--- config.mk ---
export PLATFORM = sky130hd
export DESIGN_NAME = req_encoder
export DESIGN_NICKNAME = d
export VERILOG_FILES = /design/src/rtl/req_encoder.sv
export SDC_FILE = /design/constraint.sdc
export NUM_CORES = 1
export LEC_CHECK = 0
export BUFFER_PORTS_ARGS = -buffer_cell sky130_fd_sc_hd__buf_2
export CELL_PAD_IN_SITES_DETAIL_PLACEMENT = 0
export CELL_PAD_IN_SITES_GLOBAL_PLACEMENT = 1
export CORE_UTILIZATION = 24
export DETAILED_ROUTE_END_ITERATION = 6
export PLACE_DENSITY_LB_ADDON = 0.2
export SLEW_MARGIN = 0
export SYNTH_ARGS = -nofsm -noshare
export SYNTH_HDL_FRONTEND = slang
export SYNTH_SLANG_ARGS = --single-unit
--- constraint.sdc ---
create_clock -name i_clk -period 3.72 [get_ports i_clk]
set_input_delay 0.744 -clock i_clk [delete_from_list [all_inputs] [get_ports i_clk]]
set_output_delay 0.744 -clock i_clk [all_outputs]
set_load 0.01 [all_outputs]
--- src/rtl/req_encoder.sv ---
// Registered N-source request encoder: latches request pulses into a pending
// bitmap and hands out one source index at a time over valid/ready.
module req_encoder #(
  parameter int  N    = 8,
  parameter int  MODE = 0,
  localparam int W    = (N > 1) ? $clog2(N) : 1,
  localparam int C    = $clog2(N + 1)
) (
  input  logic         i_clk,
  input  logic         i_reset,
  input  logic [N-1:0] i_req,
  input  logic         i_out_ready,
  output logic         o_out_valid,
  output logic [W-1:0] o_out_idx,
  output logic [C-1:0] o_pend_count
);

  logic [N-1:0] r_pend;
  logic         r_valid;
  logic [W-1:0] r_idx;

  logic         w_acc;
  logic         w_load;
  logic [N-1:0] w_clr;
  logic [N-1:0] w_cand;
  logic [W-1:0] w_sel;

  assign w_acc  = r_valid & i_out_ready;
  assign w_load = ~r_valid | i_out_ready;

  always_comb begin
    w_clr = '0;
    if (w_acc) w_clr[r_idx] = 1'b1;
  end

  // Requests arriving this cycle are excluded so a grant always lags pend by one edge.
  assign w_cand = r_pend & ~w_clr;

  generate
    if (MODE == 0) begin : g_prio
      always_comb begin
        w_sel = '0;
        for (int i = 0; i < N; i++)
          if (w_cand[i]) w_sel = W'(i);
      end
    end else begin : g_rr
      logic [W-1:0] r_ptr;
      logic         w_hit_hi;
      logic [W-1:0] w_sel_hi;
      logic [W-1:0] w_sel_lo;

      // Downward scan leaves the lowest match in each variable: at/after ptr, and overall.
      always_comb begin
        w_hit_hi = 1'b0;
        w_sel_hi = '0;
        w_sel_lo = '0;
        for (int i = N - 1; i >= 0; i--) begin
          if (w_cand[i]) w_sel_lo = W'(i);
          if (w_cand[i] && (W'(i) >= r_ptr)) begin
            w_hit_hi = 1'b1;
            w_sel_hi = W'(i);
          end
        end
        w_sel = w_hit_hi ? w_sel_hi : w_sel_lo;
      end

      always_ff @(posedge i_clk or posedge i_reset) begin
        if (i_reset)
          r_ptr <= '0;
        else if (w_acc)
          r_ptr <= (r_idx == W'(N - 1)) ? '0 : r_idx + 1'b1;
      end
    end
  endgenerate

  always_ff @(posedge i_clk or posedge i_reset) begin
    if (i_reset) begin
      r_pend  <= '0;
      r_valid <= 1'b0;
      r_idx   <= '0;
    end else begin
      r_pend <= (r_pend & ~w_clr) | i_req;
      if (w_load) begin
        r_valid <= |w_cand;
        if (|w_cand) r_idx <= w_sel;
      end
    end
  end

  always_comb begin
    o_pend_count = '0;
    for (int i = 0; i < N; i++)
      o_pend_count = o_pend_count + C'(r_pend[i]);
  end

  assign o_out_valid = r_valid;
  assign o_out_idx   = r_idx;

endmodule

==> results.md <==
* # nets final at 118
* Share of layout cells above drive strength 1 at 35.7%
* Critical Path AT at 3.07 ns
* R2r startpoint: o_out_idx[0]$_DFFE_PP0P_
* Vias/cell at 4.14
* CP required at 2.98 ns
* Net Count, Synth at 94
* Worst Skew at 0.00244 ns
* Core area at 3100 sq um
* Cell Area, Placed at 938 sq um
* CP max stage delay at 0.53 ns
* Die H at 59.5 microns
* Critical path's slowest cell: fa_1
* Final TNS setup at -0.124 ns
* Vias in the first global route at 571
* Main area contributors after synthesis: dfrtp_1 38%, fa_1 10%, nand2b_1 8.7%
* FF-to-FF path depth at 5
* Final Cycle Share at 102%
* Initial drt markers at 14
* Slew Limit Fails at 0
* Post-layout minimum cycle time at 3.81 ns
* Tightest Hold Check Type: in2async
* Total Wirelength at 1.56 mm
* Drt wl/cell at 11.0 microns
* ANT cells at 0
* Fmax at 262 MHz
* Yosys Warn Count at 0
* Maximum number of pins on one net before global-route repair at 13
* DR DRC count at 0
* Antenna Nets Post-Route at 0
* Ports at 19
* CP Launch Type: flop
* Leakage at 0.450 nW
* Initial antenna violation count at 0
* Yosys cell types at 23
* TritonRoute pass-1 iters at 4
* Dominant cell type by area after synthesis: dfrtp_1
* Outcome: finished with violations
* Max-Slew Margin vs Limit at 67.7%
* CTS Buf Count at 3
* TritonCTS sink count at 12
* Pre-CTS worst setup slack at 0.160 ns
* Max-Cap Viols at 0
* Unrepaired setup endpoints after global routing: yes
* Root Buffer: clkbuf_4
* Final setup violation count at 2
* Clock latency on the worst-skew pair at 0.26 ns
* Mapped Cells at 76
* Routed via count at 588
* Sequential share of the synthesized area at 37.9%
* Port Buffers at 18
* Die area at 3540 sq um
* Worst setup margin at -0.0900 ns
* Reg clk slew, reported paths at 0.07 ns
* RePlAce Congestion at 0.672
* Initial core utilization at 25.6%
* CP max FO at 2
* Hold Vio Cnt, Final at 0
* Num rows at 20
* First-pass GRT wire length at 2.62 mm
* Chip width at 59.5 microns
* Pwr Density at 426 nW/um^2
* R2R Setup Slk at 2.00 ns
* Worst slew pin tran at 0.484 ns
* Htree depth at 1
* Congestion Overflow GR at 0
* CTS tree: yes
* CP Cell Sequence: fa_1 -> inv_1 -> fa_1 -> fa_1 -> inv_1 -> ha_2 -> inv_2 -> fa_2 -> inv_1 -> buf_2
* #FFs+latches synth at 12
* Design Area, Final at 973 sq um
* Syn_area_per_cell at 10.4 sq um
* GRT Util Overall at 10.5%
* Area delta synth->final at 22.7%
* Netlist Area Pre-Place at 793 sq um
* Top-area cell type share of the netlist area at 37.9%
* Crit path buf inv count at 5
* Setup crit end kind: output pin
* Clock tree buffer depth at 2
* FF-to-FF End: o_out_idx[1]$_DFFE_PP0P_
* Crit path max-delay family: adder cells
* Failing checks: setup timing
* CP Class: reg2out
* Worst vdd ir at 0.000124 V
* DP HPWL at 1.34 mm
-- power breakdown --
part	switching, mW	internal, mW
sequential	0.0152	0.144
clock	0.0397	0.0373
combinational	0.0990	0.0797
-- metal layers --
layer	vias to the layer above	GRT usage [%]	share of wire, %
met5	-	0	0
met4	0	6.98	1.1
met3	2	1.97	3.0
met2	11	16.1	49
met1	283	13.6	46
li1	292	-	-
-- synth_stat cells --
cell type	n
a21oi_1	1
a22o_1	1
a31oi_1	2
dfrtp_1	12
fa_1	4
ha_1	3
inv_1	15
mux2i_1	2
nand2_1	5
nand2b_1	11
nand3_1	1
nand3b_1	2
nand4_2	1
nand4_4	1
nor2_1	1
nor2b_1	1
o211ai_1	1
o21a_1	1
o21ai_1	2
o21ai_2	5
o21ai_4	2
or3b_4	1
xnor2_1	1
-- area by class of cell --
class                           instances  area, sq um
Fill cell                             350         2130
Tap cell                               44         55.1
Sequential cell                        12          300
Timing Repair Buffer                   19         97.6
Clock buffer                            3         22.5
Inverter                               15         56.3
Multi-Input combinational cell         49          442
-- placed cells by master, fill, tap and decap left out, drive strengths merged --
cell type / n
dfrtp: 12
o21ai: 9
nand3b: 2
nand2: 5
buf: 19
xnor2: 1
or3b: 1
o21a: 1
a31oi: 2
clkbuf: 3
nor2: 1
nand4: 2
nor2b: 1
fa: 4
inv: 15
ha: 3
nand3: 1
mux2i: 2
a22o: 1
nand2b: 11
a21oi: 1
o211ai: 1
-- logic make-up after synthesis --
logic type                 Yosys count  synth area share (%)
buffers and inverters               15                  7.10
and+or+nand+nor                     24                  20.5
muxes                                2                  2.52
DFF                                 12                  37.9
AOI/OAI and AO/OA                   15                  16.1
xor gates and xnor gates             1                  1.10
adders and majority gates            7                  14.8
-- sequential cells by signal, indices dropped and copies added (netlist names) --
| signal | cells |
|---|---|
| o_out_valid | 1 |
| r_pend | 8 |
| o_out_idx | 3 |
-- stage by stage --
stage	total power, mW	hold slack [ns]	instances	utilization [%]
after floorplan	0.281	0.526	76	-
after global placement	0.336	0.547	138	30.2
after detailed placement	0.340	0.548	138	30.2
after CTS	0.420	0.496	142	31.2
after global routing	0.458	0.508	142	31.4
final	0.414	0.485	142	31.4
-- worst register-to-register path, stage by stage (launching register included) --
cell and delay [ns]:
dfrtp_1 0.43, or3b_4 0.45, o21ai_4 0.23, nand4_4 0.16, o21ai_4 0.19, mux2i_1 0.19
-- how the worst max path moves through the flow --
stage	start	endpoint	slack, ns	depth (start not counted)
6_report	r_pend[0]$_DFF_PP0_	o_pend_count[1]	-0.09	10
2_1_floorplan	r_pend[0]$_DFF_PP0_	o_pend_count[2]	0.28	9
3_5_place_dp	r_pend[0]$_DFF_PP0_	o_pend_count[2]	0.16	10
5_1_grt	r_pend[0]$_DFF_PP0_	o_pend_count[1]	-0.23	10
4_1_cts	r_pend[0]$_DFF_PP0_	o_pend_count[2]	-0.11	10
3_3_place_gp	r_pend[0]$_DFF_PP0_	o_pend_count[2]	0.22	10
-- timing repair --
| action | 4_1_cts | 5_1_grt |
|---|---|---|
| gates resized for setup | 0 | 3 |
| setup endpoints to repair | 2 | 2 |
| cloned | 0 | 0 |
| setup buffers | 1 | 0 |
| pin swaps | 0 | 0 |
| hold endpoints to repair | 0 | 0 |
| hold buffers | 0 | 0 |
(Power assumes the default switching activity.)
